--- config.mk ---
export PLATFORM = sky130hd
export DESIGN_NAME = mmu_banked
export DESIGN_NICKNAME = d
export VERILOG_FILES = /design/src/rtl/mmu_pkg.sv /design/src/rtl/mmu_banked_oam_dma.sv /design/src/rtl/mmu_banked.sv
export SDC_FILE = /design/constraint.sdc
export NUM_CORES = 1
export LEC_CHECK = 0
export CAP_MARGIN = 40
export CORE_ASPECT_RATIO = 0.8
export CORE_MARGIN = 2
export CORE_UTILIZATION = 40
export CTS_BUF_LIST = sky130_fd_sc_hd__clkbuf_4 sky130_fd_sc_hd__clkbuf_8 sky130_fd_sc_hd__clkbuf_16
export DETAILED_ROUTE_END_ITERATION = 10
export HOLD_SLACK_MARGIN = 0.08
export PLACE_DENSITY = 0.81
export SLEW_MARGIN = 10
export SYNTH_ARGS = -nofsm -noshare
export SYNTH_HDL_FRONTEND = slang
export SYNTH_SLANG_ARGS = --single-unit
--- constraint.sdc ---
create_clock -name iClock -period 2.26 [get_ports iClock]
set_clock_uncertainty 0.05 [all_clocks]
set_input_delay 0.452 -clock iClock [delete_from_list [all_inputs] [get_ports iClock]]
set_output_delay 0.452 -clock iClock [all_outputs]
set_load 0.02 [all_outputs]
--- src/rtl/mmu_pkg.sv ---
// Shared address map, DMA state encoding and echo-page handling for the
// banked MMU and its OAM DMA engine.
package mmu_pkg;

  localparam logic [15:0] ADDR_DMA      = 16'hFF46;
  localparam logic [15:0] ADDR_BIOS_OFF = 16'hFF50;
  localparam logic [15:0] HRAM_LO       = 16'hFF80;
  localparam logic [15:0] HRAM_HI       = 16'hFFFE;
  localparam logic [15:0] BIOS_END      = 16'h0100;

  // Regions selected by address bits [15:13] (8 KiB granularity).
  localparam logic [2:0] REGION_RAM_EN   = 3'd0;
  localparam logic [2:0] REGION_ROM_BANK = 3'd1;
  localparam logic [2:0] REGION_RAM_BANK = 3'd2;
  localparam logic [2:0] REGION_EXT_RAM  = 3'd5;

  localparam logic [1:0] DMA_IDLE  = 2'd0;
  localparam logic [1:0] DMA_XFER  = 2'd1;
  localparam logic [1:0] DMA_DRAIN = 2'd2;

  localparam logic [7:0] ECHO_PAGE_BASE = 8'hE0;
  localparam logic [7:0] ECHO_OFFSET    = 8'h20;

  // Pages in the echo area mirror work RAM 0x20 pages lower.
  function automatic logic [7:0] effectivePage(input logic [7:0] s);
    return (s >= ECHO_PAGE_BASE) ? s - ECHO_OFFSET : s;
  endfunction

endpackage

--- src/rtl/mmu_banked_oam_dma.sv ---
// OAM DMA engine: streams DMA_LEN bytes from a source page into OAM,
// one address per cycle, writing each byte the cycle after its address.
module oam_dma
  import mmu_pkg::*;
#(
  parameter int DMA_LEN = 160
) (
  input  logic        iClock,
  input  logic        iReset,
  input  logic        iStart,
  input  logic [7:0]  iPage,
  output logic [15:0] oDmaReadAddr,
  input  logic [7:0]  iDmaReadData,
  output logic        oOamWe,
  output logic [7:0]  oOamAddr,
  output logic [7:0]  oOamData,
  output logic        oBusy
);

  localparam logic [7:0] LAST_IDX = 8'(DMA_LEN - 1);

  logic [1:0] stateQ, stateD;
  logic [7:0] idxQ, idxD;
  logic [7:0] pageQ, pageD;
  logic [7:0] prevIdxQ, prevIdxD;
  logic       pendQ, pendD;

  // A restart drops the in-flight write so the new transfer starts clean.
  always_comb begin
    stateD   = stateQ;
    idxD     = idxQ;
    pageD    = pageQ;
    prevIdxD = idxQ;
    pendD    = 1'b0;
    case (stateQ)
      DMA_XFER: begin
        pendD = 1'b1;
        if (idxQ == LAST_IDX) stateD = DMA_DRAIN;
        else                  idxD   = idxQ + 8'd1;
      end
      DMA_DRAIN: begin
        stateD = DMA_IDLE;
        idxD   = 8'd0;
      end
      default: stateD = DMA_IDLE;
    endcase
    if (iStart) begin
      stateD = DMA_XFER;
      idxD   = 8'd0;
      pageD  = iPage;
      pendD  = 1'b0;
    end
  end

  always_ff @(posedge iClock) begin
    if (iReset) begin
      stateQ   <= DMA_IDLE;
      idxQ     <= 8'd0;
      pageQ    <= 8'd0;
      prevIdxQ <= 8'd0;
      pendQ    <= 1'b0;
    end else begin
      stateQ   <= stateD;
      idxQ     <= idxD;
      pageQ    <= pageD;
      prevIdxQ <= prevIdxD;
      pendQ    <= pendD;
    end
  end

  assign oDmaReadAddr = {pageQ, idxQ};
  assign oOamWe       = pendQ;
  assign oOamAddr     = prevIdxQ;
  assign oOamData     = iDmaReadData;
  assign oBusy        = (stateQ != DMA_IDLE);

endmodule

--- src/rtl/mmu_banked.sv ---
// Banked cartridge MMU: boot-ROM overlay, ROM/RAM bank registers, address
// decode and CPU arbitration against the OAM DMA engine.
module mmu_banked
  import mmu_pkg::*;
#(
  parameter int ROM_BANK_BITS = 5,
  parameter int RAM_BANK_BITS = 2,
  parameter int DMA_LEN       = 160
) (
  input  logic                      iClock,
  input  logic                      iReset,
  input  logic [15:0]               iCpuAddr,
  input  logic                      iCpuWe,
  input  logic [7:0]                iCpuData,
  output logic [14+ROM_BANK_BITS-1:0] oRomAddr,
  output logic [13+RAM_BANK_BITS-1:0] oRamAddr,
  output logic                      oBiosSel,
  output logic                      oRamEnable,
  output logic [15:0]               oDmaReadAddr,
  input  logic [7:0]                iDmaReadData,
  output logic                      oOamWe,
  output logic [7:0]                oOamAddr,
  output logic [7:0]                oOamData,
  output logic                      oDmaBusy,
  output logic                      oCpuBlock,
  output logic [7:0]                oRegData
);

  localparam int RAM_W = (RAM_BANK_BITS > 0) ? RAM_BANK_BITS : 1;

  logic                     biosQ, biosD;
  logic [ROM_BANK_BITS-1:0] romBankQ, romBankD, romBankWr, romSel;
  logic [RAM_W-1:0]         ramBankQ, ramBankD, ramBankWr;
  logic                     ramEnQ, ramEnD;
  logic [7:0]               dmaRegQ, dmaRegD;
  logic                     hramHit, dmaHit, wrEn, dmaStart;

  assign hramHit   = (iCpuAddr >= HRAM_LO) && (iCpuAddr <= HRAM_HI);
  assign dmaHit    = (iCpuAddr == ADDR_DMA);
  assign oCpuBlock = oDmaBusy && !(hramHit || dmaHit);
  assign wrEn      = iCpuWe && !oCpuBlock;
  assign dmaStart  = wrEn && dmaHit;
  assign romBankWr = iCpuData[ROM_BANK_BITS-1:0];

  generate
    if (RAM_BANK_BITS > 0) begin : gRamBank
      assign ramBankWr = iCpuData[RAM_BANK_BITS-1:0];
      assign oRamAddr  = {ramBankQ, iCpuAddr[12:0]};
    end else begin : gNoRamBank
      assign ramBankWr = '0;
      assign oRamAddr  = iCpuAddr[12:0];
    end
  endgenerate

  // Bank 0 is never selectable in the switchable window; it reads as bank 1.
  always_comb begin
    biosD    = biosQ;
    romBankD = romBankQ;
    ramBankD = ramBankQ;
    ramEnD   = ramEnQ;
    dmaRegD  = dmaRegQ;
    if (wrEn) begin
      case (iCpuAddr[15:13])
        REGION_RAM_EN:   ramEnD   = (iCpuData[3:0] == 4'hA);
        REGION_ROM_BANK: romBankD = (romBankWr == '0) ? ROM_BANK_BITS'(1) : romBankWr;
        REGION_RAM_BANK: if (RAM_BANK_BITS > 0) ramBankD = ramBankWr;
        default: ;
      endcase
      if (iCpuAddr == ADDR_BIOS_OFF && iCpuData != 8'h00) biosD = 1'b0;
      if (dmaHit) dmaRegD = iCpuData;
    end
  end

  always_ff @(posedge iClock) begin
    if (iReset) begin
      biosQ    <= 1'b1;
      romBankQ <= ROM_BANK_BITS'(1);
      ramBankQ <= '0;
      ramEnQ   <= 1'b0;
      dmaRegQ  <= 8'h00;
    end else begin
      biosQ    <= biosD;
      romBankQ <= romBankD;
      ramBankQ <= ramBankD;
      ramEnQ   <= ramEnD;
      dmaRegQ  <= dmaRegD;
    end
  end

  assign romSel     = (iCpuAddr[15:14] == 2'b00) ? '0 : romBankQ;
  assign oRomAddr   = {romSel, iCpuAddr[13:0]};
  assign oRamEnable = ramEnQ && (iCpuAddr[15:13] == REGION_EXT_RAM);
  assign oBiosSel   = biosQ && (iCpuAddr < BIOS_END);

  always_comb begin
    oRegData = 8'h00;
    if (iCpuAddr == ADDR_DMA)      oRegData = dmaRegQ;
    if (iCpuAddr == ADDR_BIOS_OFF) oRegData = 8'hFF;
  end

  oam_dma #(.DMA_LEN(DMA_LEN)) uDma (
    .iClock       (iClock),
    .iReset       (iReset),
    .iStart       (dmaStart),
    .iPage        (effectivePage(iCpuData)),
    .oDmaReadAddr (oDmaReadAddr),
    .iDmaReadData (iDmaReadData),
    .oOamWe       (oOamWe),
    .oOamAddr     (oOamAddr),
    .oOamData     (oOamData),
    .oBusy        (oDmaBusy)
  );

endmodule

# ---- Word level (Yosys, flattened, before mapping)
# Cells that the tools add are included.
dict set report op_classes {
  n_mux 11
  n_addsub 2
  n_eq_ne 11
  bitwise 1
  order_cmp 4
  n_reduce_logical 24
}
# operator n
set op_table {}
lappend op_table {{$eq A16 B16 Y1 const B} 2}
lappend op_table {{$mux W8} 4}
lappend op_table {{$ge A16 B16 Y1 const B} 1}
lappend op_table {{$le A16 B16 Y1 const B} 1}
lappend op_table {{$lt A16 B9 Y1 const B} 1}
lappend op_table {{$pmux W8 S2} 1}
lappend op_table {{$reduce_and A2 Y1} 6}
lappend op_table {{$mux W5} 2}
lappend op_table {{$add A8 B1 Y8 const B} 1}
lappend op_table {{$eq A8 B8 Y1 const B} 1}
lappend op_table {{$ge A8 B8 Y1 const B} 1}
lappend op_table {{$reduce_bool A8 Y1} 1}
lappend op_table {{$sub A8 B6 Y8 const B} 1}
lappend op_table {{$logic_and A1 B1 Y1} 7}
lappend op_table {{$logic_not A5 Y1} 1}
lappend op_table {{$eq A4 B4 Y1 const B} 1}
lappend op_table {{$mux W1} 4}
lappend op_table {{$reduce_bool A2 Y1} 2}
lappend op_table {{$eq A3 B1 Y1 const B} 1}
lappend op_table {{$eq A3 B2 Y1 const B} 1}
lappend op_table {{$eq A3 B3 Y1 const B} 1}
lappend op_table {{$logic_not A3 Y1} 1}
lappend op_table {{$ne A3 B2 Y1 const B} 1}
lappend op_table {{$reduce_or A3 Y1} 1}
lappend op_table {{other kinds (8)} 9}
dict set report totals {
  inputBits 35
  word_cells 64
  reg_bits 44
}

# ---- Longest topological paths before layout
dict set report logic_depth {
  ltp_word 9
  ltp_mapped 7
}

# ---- Cells and area by module
# From an unflattened synthesis, not the netlist that was laid out.
dict set report unflattened {
  cells_unflattened 259
  hier_area_um2 2366.0
}
# module area_each_um2 cells_each seq_area_each_um2 instances
set modules_own_cells {}
lappend modules_own_cells {mmu_banked 1243.7 145 340.3 1}
lappend modules_own_cells {oam_dma 1122.3 114 540.5 1}

# ---- Worst setup path before layout
# No wires, ideal clock.
dict set report synth_path {
  path_kind {input port to output port}
  from {input iCpuAddr[3]}
  to {output oRegData[0]}
  n_path_buf 0
  required_ns 1.758
  t_arrival_ns 1.588
  slack_ns 0.170
  cell_stages 4
  cell_sequence {or4b_1 > nor4_1 > nand3_1 > nand2_1}
}
dict set report synth_between {
  elab_chain_cells 3
}
# element line
set synth_lines {}
lappend synth_lines {{start, declared} mmu_banked.sv:12} ;# input logic [15:0] iCpuAddr,
lappend synth_lines {{$eq A16 B16 Y1} mmu_banked.sv:97} ;# if (iCpuAddr == ADDR_DMA) oRegData = dmaRegQ;
lappend synth_lines {{$mux W8} mmu_banked.sv:97}
lappend synth_lines {{$mux W8 (*)} mmu_banked.sv:98} ;# if (iCpuAddr == ADDR_BIOS_OFF) oRegData = 8'hFF;
lappend synth_lines {{end, declared} mmu_banked.sv:26} ;# output logic [7:0] oRegData
# Every way passes the cells marked *; elsewhere a longest branch is shown, timed or not.

# ---- Final worst setup path
dict set report layout_path {
  from {input iCpuAddr[4]}
  to {output oCpuBlock}
}
dict set report layout_between {
  elab_chain_cells 5
}
# element line
set layout_lines {}
lappend layout_lines {{$ge A16 B16 Y1 / $le A16 B16 Y1 (equally long branches)} mmu_banked.sv:38} ;# assign hramHit = (iCpuAddr >= HRAM_LO) && (iCpuAddr <= HRAM_HI);
lappend layout_lines {{$logic_and A1 B1 Y1} mmu_banked.sv:38}
lappend layout_lines {{$logic_or A1 B1 Y1 (*)} mmu_banked.sv:40} ;# assign oCpuBlock = oDmaBusy && !(hramHit || dmaHit);
lappend layout_lines {{$logic_not A1 Y1 (*)} mmu_banked.sv:40}
lappend layout_lines {{$logic_and A1 B1 Y1 (*)} mmu_banked.sv:40}
lappend layout_lines {{end, declared} mmu_banked.sv:25} ;# output logic oCpuBlock,
# Marked as above.

==> flow_summary.json <==
{
  "power_mw": 1.39,
  "gp_congestion": 0.808,
  "syn-cell-area_sq_mm": 0.00220,
  "drive_gt1_share_pct": 25.0,
  "viasPerCell": 5.02,
  "num_vias": 2175,
  "finish.utilization_pct": 63.3,
  "startpoint": "iCpuAddr[4]",
  "h-tree-depth": 2,
  "grt_pass1_vias": 2074,
  "syn_inst": 271,
  "swShare_pct": 24.3,
  "endpoint_kind": "output port",
  "drc": 0,
  "crit_required_ns": 1.76,
  "start_util_pct": 40.9,
  "dp_cells": 417,
  "core_sq_mm": 0.00538,
  "nets": 404,
  "port_buffers": 97,
  "grt_pass1_wl_um": 9850,
  "reg2reg_slack_ns": 0.29,
  "synthMuxAreaShare_pct": 4.09,
  "syn_avg_cell_area_sq_um": 8.12,
  "rr_startpoint": "uDma.idxQ[1]",
  "clock_latency_ns": 0.28,
  "ant_nets": 0,
  "vdd_ir_drop_max_mv": 0.296,
  "arrival_ns": 1.83,
  "layout_min_cycle_time_ns": 2.33,
  "antenna_found_initial": 0,
  "critPathKind": "in -> out",
  "synth_edf_count": 0,
  "final.fill_count": 452,
  "violations": "negative setup slack",
  "clock.fmax_mhz": 429,
  "synthDistinctLibCells": 39,
  "ys_ff_latch": 39,
  "finalMaxSlewViolations": 0,
  "yosysTopAreaCell": "dfxtp_1",
  "yosys.area_share.simple_pct": 32.6,
  "switchingPower_mw": 0.338,
  "yosysMostFrequentCell": "nand2_1",
  "synthAdderAreaFrac_pct": 1.14,
  "power_density_mw_per_mm2": 410,
  "hold_class": "reg -> reg",
  "synth_common_cells": "46 x nand2_1, 40 x buf_4, 39 x dfxtp_1",
  "routed_wl_um": 6000,
  "antenna_cells": 0,
  "power.leakage_nw": 1.42,
  "p_seq_share_pct": 49.5,
  "ctsHoldBuffers": 0,
  "design_area_sq_mm": 0.00340,
  "hold_violations": 0,
  "worstMarginPinSlew_ns": 0.325,
  "die_w_um": 86.9,
  "yosysWarningCount": 0,
  "grt_usage_pct": 20.1,
  "syn_nets": 308,
  "clock-sinks": 39,
  "setup_viol": 9,
  "synth_top_area_share_pct": 35.5,
  "rsz0062_at_grt": "true",
  "rows": 24,
  "r2r_cells": 5,
  "ys_seq_area_share_pct": 35.5,
  "endpoint": "oCpuBlock",
  "numCtsBuffers": 5,
  "grt_overflow": 0,
  "synth_compound_area_share_pct": 9.10,
  "async_flop_share_pct": 0,
  "p_clk_share_pct": 33.3,
  "cts.clk_slew.worst_paths_ns": 0.07,
  "period_share_pct": 103,
  "cts_buffer_depth": 2,
  "share_comb_of_total_power_pct": 17.2,
  "status": "finished with violations",
  "io_pins": 114,
  "post_drt_wl_per_cell_um": 13.9,
  "drtIter0Drc": 78,
  "yosys-top-cells-area": "dfxtp_1 35%, buf_4 14%, nand2_1 7.8%",
  "cts_tree": "yes",
  "r2r_end": "uDma.idxQ[2]",
  "ys.flop_type": "dfxtp_1",
  "root_buffer": "clkbuf_8",
  "synthXorXnorAreaFrac_pct": 0,
  "maxCapViolations": 0,
  "crit_fanout": 5,
  "place_area_sq_mm": 0.00317,
  "p_int_mw": 1.06,
  "die_y_um": 70.3,
  "finalWorstSetupSlack_ns": -0.0717,
  "grt_max_degree": 20,
  "first_pass_iters": 4,
  "max_slew_margin_pct": 78.1,
  "fin_cells": 433,
  "synthToLayoutAreaGrowth_pct": 54.5,
  "post-dp-hpwl_um": 4490,
  "synth_top_family_by_area": "simple AND/OR/NAND/NOR gates",
  "hold_start": "uDma.pageQ[5]",
  "dieArea_sq_mm": 0.00612,
  "start_kind": "input port"
}
## layer usage
metal,up-vias,routed length (um),track usage [%]
met1,1017,2720,27.3
met2,73,2860,32.1
met3,9,340,3.90
li1,1076,-,-
met5,-,0,0
met4,0,85,5.90
## metrics by stage
stage / setup TNS, ns / hold WS [ns] / setup slack (ns)
CTS: -0.942 / 0.406 / -0.128
floorplan: 0 / 0.382 / 0.170
global placement: -16.78 / 0.394 / -0.855
global route: -0.794 / 0.443 / -0.107
finish: -0.484 / 0.411 / -0.0717
detailed placement: -19.01 / 0.395 / -0.920
## worst max-delay path, cell delays in order
cell,delay (ns)
buf_6,0.09
or4b_4,0.54
nor4_4,0.29
buf_6,0.19
a211o_4,0.11
inv_2,0.03
buf_6,0.12
## how the worst min path moves through the flow
| stage | to | slack, ns | cells past startpoint |
|---|---|---|---|
| detailed placement | uDma.pageQ[6] | 0.40 | 2 |
| global route | uDma.pageQ[5] | 0.44 | 2 |
| CTS | dmaRegQ[7] | 0.41 | 2 |
| floorplan | dmaRegQ[5] | 0.38 | 2 |
| finish | uDma.pageQ[5] | 0.41 | 2 |
| global placement | dmaRegQ[6] | 0.39 | 2 |
## cells in the final DEF (no fill, tap or decap), types with 3 or more instances in the layout
master	synthesis	layout
clkdlybuf4s50_1	0	71
dfxtp_1	39	39
buf_4	40	37
nand2_1	46	31
buf_6	2	17
a21oi_1	16	16
nor2b_1	14	14
nor2_1	13	13
nand2_2	0	13
nand2b_1	13	13
dlygate4sd2_1	0	10
mux2i_1	9	9
nand3_1	9	8
inv_1	8	7
nand4_1	6	6
nor3_1	5	5
clkbuf_8	0	5
nor4_1	5	4
o21ai_0	4	4
a31oi_1	3	3
or3_1	3	3
buf_2	1	3
## power groups by stage
stage / logic (mW) / registers, mW / clock network, mW
6_report: 0.239 / 0.691 / 0.465
3_3_place_gp: 0.236 / 0.707 / 0
2_1_floorplan: 0.131 / 0.707 / 0
4_1_cts: 0.238 / 0.691 / 0.478
3_5_place_dp: 0.239 / 0.707 / 0
5_1_grt: 0.254 / 0.691 / 0.503
## final cells by class
class / instances / area (sq um) / share of cell area [%]
Timing Repair Buffer: 140 / 1320 / 38.7
Multi-Input combinational cell: 173 / 1100 / 32.5
Sequential cell: 39 / 781 / 23.0
Clock buffer: 7 / 83.8 / 2.47
Tap cell: 65 / 81.3 / 2.39
Inverter: 8 / 30.0 / 0.883
Clock inverter: 1 / 5.00 / 0.147
## registers in the layout (all words and copies together) (netlist names), 2 cells and up
| name | cells |
|---|---|
| uDma.oOamAddr | 8 |
| uDma.stateQ | 2 |
| ramBankQ | 2 |
| uDma.pageQ | 3 |
| dmaRegQ | 8 |
| uDma.idxQ | 8 |
| romBankQ | 5 |
## cells by family after synthesis
| group | Yosys count |
|---|---|
| adders and majority gates | 2 |
| muxes | 9 |
| and+or+nand+nor | 130 |
| AOI/OAI and AO/OA | 32 |
| DFF | 39 |
| buffers and inverters | 59 |
## timing repair
action / 4_1_cts / 5_1_grt
gates cloned: 2 / 0
resized for setup: 117 / 6
setup buffers: 6 / 0
endpoints found under the setup margin: 34 / 14
pin swaps: 12 / 7
No activity file was read; power rests on OpenSTA's default activity.
